<file path="config.mk">
export PLATFORM = sky130hd
export DESIGN_NAME = vga_pixel_render
export DESIGN_NICKNAME = d
export VERILOG_FILES = /design/src/rtl/vga_pixel_render.sv
export SDC_FILE = /design/constraint.sdc
export NUM_CORES = 1
export LEC_CHECK = 0
export CAP_MARGIN = 20
export CORE_ASPECT_RATIO = 1.75
export CORE_MARGIN = 3
export CORE_UTILIZATION = 62
export CTS_BUF_LIST = sky130_fd_sc_hd__clkbuf_4
export CTS_CLUSTER_DIAMETER = 120
export CTS_CLUSTER_SIZE = 20
export DETAILED_ROUTE_END_ITERATION = 8
export GPL_TIMING_DRIVEN = 0
export PLACE_DENSITY = 0.87
export SLEW_MARGIN = 25
export SYNTH_ARGS = -nofsm -noshare
export SYNTH_HDL_FRONTEND = slang
export SYNTH_SLANG_ARGS = --single-unit
</file>
<file path="constraint.sdc">
create_clock -name clk -period 5.2 [get_ports clk]
set_input_delay 0.78 -clock clk [delete_from_list [all_inputs] [get_ports clk]]
set_output_delay 0.78 -clock clk [all_outputs]
set_load 0.02 [all_outputs]
</file>
<file path="src/rtl/vga_pixel_render.sv">
// vga_pixel_render: two-stage breakout pixel colouring (bricks, paddle, ball) with brick bitmap
// and syncs delayed to match the colour pipeline.
module vga_pixel_render #(
   parameter int H_ACT_START = 144,
   parameter int H_ACT       = 640,
   parameter int V_ACT_START = 31,
   parameter int V_ACT       = 480,
   parameter int BRICK_COLS  = 8,
   parameter int BRICK_ROWS  = 3,
   parameter int BRICK_W     = 80,
   parameter int BRICK_H     = 20,
   parameter int BRICK_TOP   = 40,
   parameter int PADDLE_Y    = 440,
   parameter int PADDLE_W    = 64,
   parameter int PADDLE_H    = 8,
   parameter int BALL_SZ     = 8
) (
   input  logic        clk,
   input  logic        reset,
   input  logic        enable,
   input  logic [10:0] hpos,
   input  logic [10:0] vpos,
   input  logic        hsync_in,
   input  logic        vsync_in,
   input  logic [9:0]  paddle_x,
   input  logic [9:0]  ball_x,
   input  logic [8:0]  ball_y,
   input  logic        clr_valid,
   input  logic [4:0]  clr_idx,
   output logic        clr_ready,
   input  logic        load_all,
   output logic        all_clear,
   output logic [7:0]  rgb,
   output logic        hsync_out,
   output logic        vsync_out,
   output logic        frame_start
);
   localparam int NBRICK = BRICK_COLS * BRICK_ROWS;
   localparam logic [10:0] HS = 11'(H_ACT_START);
   localparam logic [10:0] HE = 11'(H_ACT_START + H_ACT);
   localparam logic [10:0] VS = 11'(V_ACT_START);
   localparam logic [10:0] VE = 11'(V_ACT_START + V_ACT);

   logic act_q, act_d, vact_q, vact_d, hs1_q, hs1_d, vs1_q, vs1_d, fs1_q, fs1_d;
   logic [9:0] x_q, x_d, px_q, px_d, bx_q, bx_d, xoff_q, xoff_d, dx;
   logic [8:0] y_q, y_d, by_q, by_d, dy;
   logic [4:0] col_q, col_d, row, idx;
   logic [NBRICK-1:0] alive_q, alive_d;
   logic all_clear_q, all_clear_d, hs2_q, hs2_d, vs2_q, vs2_d, fs2_q, fs2_d;
   logic [7:0] rgb_q, rgb_d, brick_rgb;
   logic wrap, row_hit, row_top, ball, pad, brick;

   assign clr_ready = enable & ~vact_q;

   always_comb begin
      vact_d = vpos >= VS && vpos < VE;
      act_d = vact_d && hpos >= HS && hpos < HE;
      x_d = 10'(hpos - HS);
      y_d = 9'(vpos - VS);
      hs1_d = hsync_in;
      vs1_d = vsync_in;
      fs1_d = hpos == 11'd0 && vpos == 11'd0;
      px_d = paddle_x;
      bx_d = ball_x;
      by_d = ball_y;
      // brick column and offset tracked along the line instead of dividing x
      wrap = xoff_q == 10'(BRICK_W - 1);
      col_d = hpos == HS ? 5'd0 : wrap ? col_q + 5'd1 : col_q;
      xoff_d = (hpos == HS || wrap) ? 10'd0 : xoff_q + 10'd1;
      alive_d = load_all ? '1 :
                (clr_valid && clr_ready) ? alive_q & ~(NBRICK'(1) << clr_idx) : alive_q;
      all_clear_d = alive_q == '0;
      row_hit = 1'b0;
      row_top = 1'b0;
      row = 5'd0;
      for (int r = 0; r < BRICK_ROWS; r++)
         if (y_q >= 9'(BRICK_TOP + r * BRICK_H) && y_q < 9'(BRICK_TOP + (r + 1) * BRICK_H)) begin
            row_hit = 1'b1;
            row_top = y_q == 9'(BRICK_TOP + r * BRICK_H);
            row = 5'(r);
         end
      idx = 5'(row * BRICK_COLS) + col_q;
      brick = row_hit && col_q < 5'(BRICK_COLS) && alive_q[idx] && xoff_q != 10'd0 && !row_top;
      brick_rgb = row == 5'd0 ? 8'hE0 : row == 5'd1 ? 8'hFC : 8'h1C;
      dx = x_q - bx_q;
      dy = y_q - by_q;
      ball = dx < 10'(BALL_SZ) && dy < 9'(BALL_SZ);
      pad = x_q >= px_q && {1'b0, x_q} < {1'b0, px_q} + 11'(PADDLE_W) &&
            y_q >= 9'(PADDLE_Y) && y_q < 9'(PADDLE_Y + PADDLE_H);
      rgb_d = !act_q ? 8'h00 : ball ? 8'hFF : pad ? 8'h1F : brick ? brick_rgb : 8'h02;
      hs2_d = hs1_q;
      vs2_d = vs1_q;
      fs2_d = fs1_q;
   end

   always_ff @(posedge clk) begin
      if (reset) begin
         act_q <= 1'b0;
         vact_q <= 1'b0;
         hs1_q <= 1'b1;
         vs1_q <= 1'b1;
         fs1_q <= 1'b0;
         x_q <= '0;
         y_q <= '0;
         px_q <= '0;
         bx_q <= '0;
         by_q <= '0;
         xoff_q <= '0;
         col_q <= '0;
         alive_q <= '1;
         all_clear_q <= 1'b0;
         rgb_q <= 8'h00;
         hs2_q <= 1'b1;
         vs2_q <= 1'b1;
         fs2_q <= 1'b0;
      end else if (enable) begin
         act_q <= act_d;
         vact_q <= vact_d;
         hs1_q <= hs1_d;
         vs1_q <= vs1_d;
         fs1_q <= fs1_d;
         x_q <= x_d;
         y_q <= y_d;
         px_q <= px_d;
         bx_q <= bx_d;
         by_q <= by_d;
         xoff_q <= xoff_d;
         col_q <= col_d;
         alive_q <= alive_d;
         all_clear_q <= all_clear_d;
         rgb_q <= rgb_d;
         hs2_q <= hs2_d;
         vs2_q <= vs2_d;
         fs2_q <= fs2_d;
      end
   end

   assign all_clear = all_clear_q;
   assign rgb = rgb_q;
   assign hsync_out = hs2_q;
   assign vsync_out = vs2_q;
   assign frame_start = fs2_q;
endmodule

</file>
==> results.md <==
* complete, no violations — run status
* 3 — number of H-tree levels
* 67 — number of distinct library cell variants in the gate-level netlist after synthesis
* 0 — Overflow after GRT
* 848 — Placed Cells incl. Taps
* 9 — total clock buffers created by CTS
* 0 — Yosys warnings
* 1 — antenna violations before repair
* 5294 — vias in the first global route
* 0 — total of hold buffers inserted after clock tree synthesis
* 9.59% — multiplexer share of the synthesized area
* 4.47% — xor/xnor share of the synthesized area
* 29.7% — total global-route track usage
* 64.8% — effective utilization at floorplan
* 14.9% — Synth Area in Compound Gates
* 0 — quantity of gates resized following cts
* 0.00264 uW — leak pwr
* 0 — drt drc
* 2 — Clock Tree Buf Depth
* 242 nW/um^2 — total power divided by cell area
* 75 — port bufs
* 0.47 ns — Clk Latency, worst-skew pair
* 0 — number of synthesized flops with an enable pin
* reg -> reg — worst min path class
* 758 — net count of the mapped netlist
* in -> out — Worst Setup Path Type
* 0.288 GHz — highest achievable clock rate
* sky130_fd_sc_hd__dfxtp_1 — Post-synth top flop
* 8.67 sq um — mean area per synthesized cell
* 17 — maximum number of pins on one net before global-route repair
* 0.0324 ns — Clock Skews
* 18.3% — synth-to-layout area growth
* 0 — remaining antenna violation count
* 3350 sq um — area of the multi-input gates
* 66.8% — final cycle utilization of the critical path
* input pin — startpoint kind of the worst setup timing path
* 232 — initial detailed-routing violation count
* 35.2% — area share of the largest cell type after synthesis
* 11.9 mm — detailed-placement wirelength estimate
* 691 — fill count
* 10400 sq um — die area
* 4.42 ns — required time of the critical path
* no — setup repair after global routing missed its margin
* 133 um — Die H
* 8.58% — Post-Synth Adder-Cell Area
* 10 — Worst Path Max Fanout
* 1.73 ns — smallest setup slack after layout
* 299 uV — worst vdd ir
* 5 — first-pass detailed-route iteration total
* 2.69 ns — Arr. time, crit path
* sky130_fd_sc_hd__dfxtp_1 — most area-hungry cell type in the Yosys netlist
* output port — sort of element at the end of the critical path
* 0 — number of max-cap violations
* 45 — # rows
* 21.4% — simple-gate area share of the yosys netlist
* simple AND/OR/NAND/NOR gates — dominant combinational cell family by area after synthesis
* 6590 sq um — standard cell area after detailed placement
* 0 — Setup Buffers After CTS
* 1.74 ns — pre-CTS setup slack
* yes — TritonCTS clock tree
* 7.50% — proportion of layout cells with a drive suffix above 1
* 4.84% — met3 Resource Use GR
* 47.8% — headroom to the max-slew limit
* 844 — net count reported at finish
* 0 — number of max-slew violations in the final report
* 28.9% — met1 Usage GRT
* 2000 sq um — FF+latch area
* 56.3% — met2 track demand over resource
* 865 — number of standard cells in the layout, taps in and fillers out
* 100 — number of clock sinks
* sky130_fd_sc_hd__dfxtp_1 (35%), sky130_fd_sc_hd__ha_1 (8.6%), sky130_fd_sc_hd__mux2i_1 (7.2%) — ranking of synthesized cells by area
* 0.909 — placer congestion estimate
* 0.783 ns — transition time at the pin with the least slew margin
* 76 — # IOs
* 6730 sq um — Layout Cell Area excl Fill
* 15.1 mm — Total Wirelength
* 78.4 um — width of the die
* 0 ns — setup TNS
* sky130_fd_sc_hd__clkbuf_4 — CTS root buffer
* 6.00 — routed via count divided by cell count
* 17.5 um — Routed wire per std cell
* met2 — GRT Max-Usage Layer
* 0 — setup violators final
* 3.47 ns — final critical-path required period
* 35.2% — Seq/Total Area, Yosys
* 100 — #FFs+latches synth
* 8780 sq um — Core ar.
* 0.15 ns — Clk pin slew, worst setup/hold paths
* 0.481 ns — smallest hold slack
* 5194 — via count of the routed design
* 656 — Gate Count Post-Synth
* 24.5 mm — wire length of the first global-routing pass
* 5690 sq um — Post-Syn Area
* 0% — fraction of synthesis flops using an asynchronous set or reset pin
* 0 — count of endpoints failing hold in the final timing report
==> final timing paths <==
| path | from | endpoint | slack [ns] | cells after the start |
|---|---|---|---|---|
| max | enable | clr_ready | 1.73 | 6 |
| min | all_clear$_SDFFE_PP0P_ | all_clear$_SDFFE_PP0P_ | 0.48 | 2 |
| max reg2reg | y_q[5]$_SDFFE_PP0P_ | rgb[4]$_SDFFE_PP0P_ | 2.70 | 10 |
| min reg2reg | all_clear$_SDFFE_PP0P_ | all_clear$_SDFFE_PP0P_ | 0.48 | 2 |
==> flip-flops by register name, indices dropped and copies added (netlist names) <==
| signal | count |
|---|---|
| act_q | 1 |
| alive_q | 24 |
| all_clear | 1 |
| bx_q | 10 |
| by_q | 9 |
| col_q | 5 |
| frame_start | 1 |
| fs1_q | 1 |
| hs1_q | 1 |
| hsync_out | 1 |
| px_q | 10 |
| rgb | 4 |
| vact_q | 1 |
| vs1_q | 1 |
| vsync_out | 1 |
| x_q | 10 |
| xoff_q | 10 |
| y_q | 9 |
==> worst max-delay path, cell delays in order <==
cell and delay [ns]:
sky130_fd_sc_hd__clkdlybuf4s50_1 0.48, sky130_fd_sc_hd__clkbuf_1 0.39, sky130_fd_sc_hd__inv_1 0.14, sky130_fd_sc_hd__buf_6 0.18, sky130_fd_sc_hd__nor2_1 0.11, sky130_fd_sc_hd__clkdlybuf4s50_1 0.61
==> layer usage <==
metal,up-vias,part of all wire [%]
li1,2505,-
met1,2481,35
met2,149,55
met3,59,3.7
met4,0,5.6
met5,-,0
==> cells in the final DEF, fill, tap and decap left out, types with 11 or more instances in the layout <==
master / netlist / layout
sky130_fd_sc_hd__a211oi_1: 14 / 14
sky130_fd_sc_hd__a21oi_1: 27 / 27
sky130_fd_sc_hd__clkbuf_1: 15 / 15
sky130_fd_sc_hd__clkbuf_4: 0 / 11
sky130_fd_sc_hd__clkdlybuf4s50_1: 0 / 75
sky130_fd_sc_hd__dfxtp_1: 100 / 100
sky130_fd_sc_hd__ha_1: 39 / 39
sky130_fd_sc_hd__inv_1: 40 / 40
sky130_fd_sc_hd__mux2i_1: 41 / 41
sky130_fd_sc_hd__nand2_1: 52 / 52
sky130_fd_sc_hd__nand3_1: 17 / 17
sky130_fd_sc_hd__nand4_1: 12 / 12
sky130_fd_sc_hd__nor2_1: 87 / 87
sky130_fd_sc_hd__nor2b_1: 12 / 12
sky130_fd_sc_hd__o21ai_0: 37 / 37
sky130_fd_sc_hd__xnor2_1: 15 / 15
sky130_fd_sc_hd__xor2_1: 14 / 14
==> where the power goes <==
group          switching [uW]  internal, uW  total (uW)
clock                     265           160         425
combinational             198           180         378
sequential               30.2           796         826
total                     493          1140        1630
==> layout make-up <==
| cell class | instances | area share, % |
|---|---|---|
| diodes | 1 | 0.0372 |
| plain buffers | 31 | 2.70 |
| clock buffers | 11 | 1.23 |
| clock inverters | 5 | 0.892 |
| inverters | 40 | 2.23 |
| multi-input cells | 485 | 49.8 |
| flip-flops and latches | 100 | 29.7 |
| well taps | 117 | 2.18 |
| repair buffers | 75 | 11.2 |
==> Yosys cell counts, types with 2 or more instances <==
cell type,instances
sky130_fd_sc_hd__a211o_1,4
sky130_fd_sc_hd__a211oi_1,14
sky130_fd_sc_hd__a21boi_0,2
sky130_fd_sc_hd__a21o_1,4
sky130_fd_sc_hd__a21oi_1,27
sky130_fd_sc_hd__a22oi_1,2
sky130_fd_sc_hd__a311oi_1,2
sky130_fd_sc_hd__a31oi_1,5
sky130_fd_sc_hd__and3_1,3
sky130_fd_sc_hd__and3_2,2
sky130_fd_sc_hd__and3b_1,2
sky130_fd_sc_hd__buf_2,5
sky130_fd_sc_hd__buf_4,5
sky130_fd_sc_hd__buf_6,4
sky130_fd_sc_hd__clkbuf_1,15
sky130_fd_sc_hd__dfxtp_1,100
sky130_fd_sc_hd__ha_1,39
sky130_fd_sc_hd__inv_1,40
sky130_fd_sc_hd__mux2i_1,41
sky130_fd_sc_hd__mux4_2,6
sky130_fd_sc_hd__nand2_1,52
sky130_fd_sc_hd__nand2b_1,5
sky130_fd_sc_hd__nand3_1,17
sky130_fd_sc_hd__nand3b_1,5
sky130_fd_sc_hd__nand4_1,12
sky130_fd_sc_hd__nor2_1,87
sky130_fd_sc_hd__nor2b_1,12
sky130_fd_sc_hd__nor3_1,9
sky130_fd_sc_hd__nor3b_1,3
sky130_fd_sc_hd__nor4_1,9
sky130_fd_sc_hd__nor4b_1,5
sky130_fd_sc_hd__o2111ai_1,3
sky130_fd_sc_hd__o211ai_1,7
sky130_fd_sc_hd__o21a_1,2
sky130_fd_sc_hd__o21a_2,2
sky130_fd_sc_hd__o21ai_0,37
sky130_fd_sc_hd__o2bb2ai_1,2
sky130_fd_sc_hd__o31a_1,2
sky130_fd_sc_hd__or2_2,2
sky130_fd_sc_hd__or3_1,3
sky130_fd_sc_hd__or3b_2,2
sky130_fd_sc_hd__or4_1,4
sky130_fd_sc_hd__xnor2_1,15
sky130_fd_sc_hd__xor2_1,14
==> logic make-up after synthesis <==
kind of cell	after synthesis
multiplexers	47
AO/OA/AOI/OAI	127
flip-flops	100
buffers and inverters	71
adder cells (fa/ha/maj)	39
XOR/XNOR	29
AND/OR/NAND/NOR	243
==> per-stage QoR <==
step,util (%),power [uW]
after global placement,75.0,1200
final,76.6,1630
after CTS,76.6,1630
after floorplan,-,1080
after detailed placement,75.0,1210
after global routing,76.6,1700
Note: power is estimated with default switching activity, not from simulation.
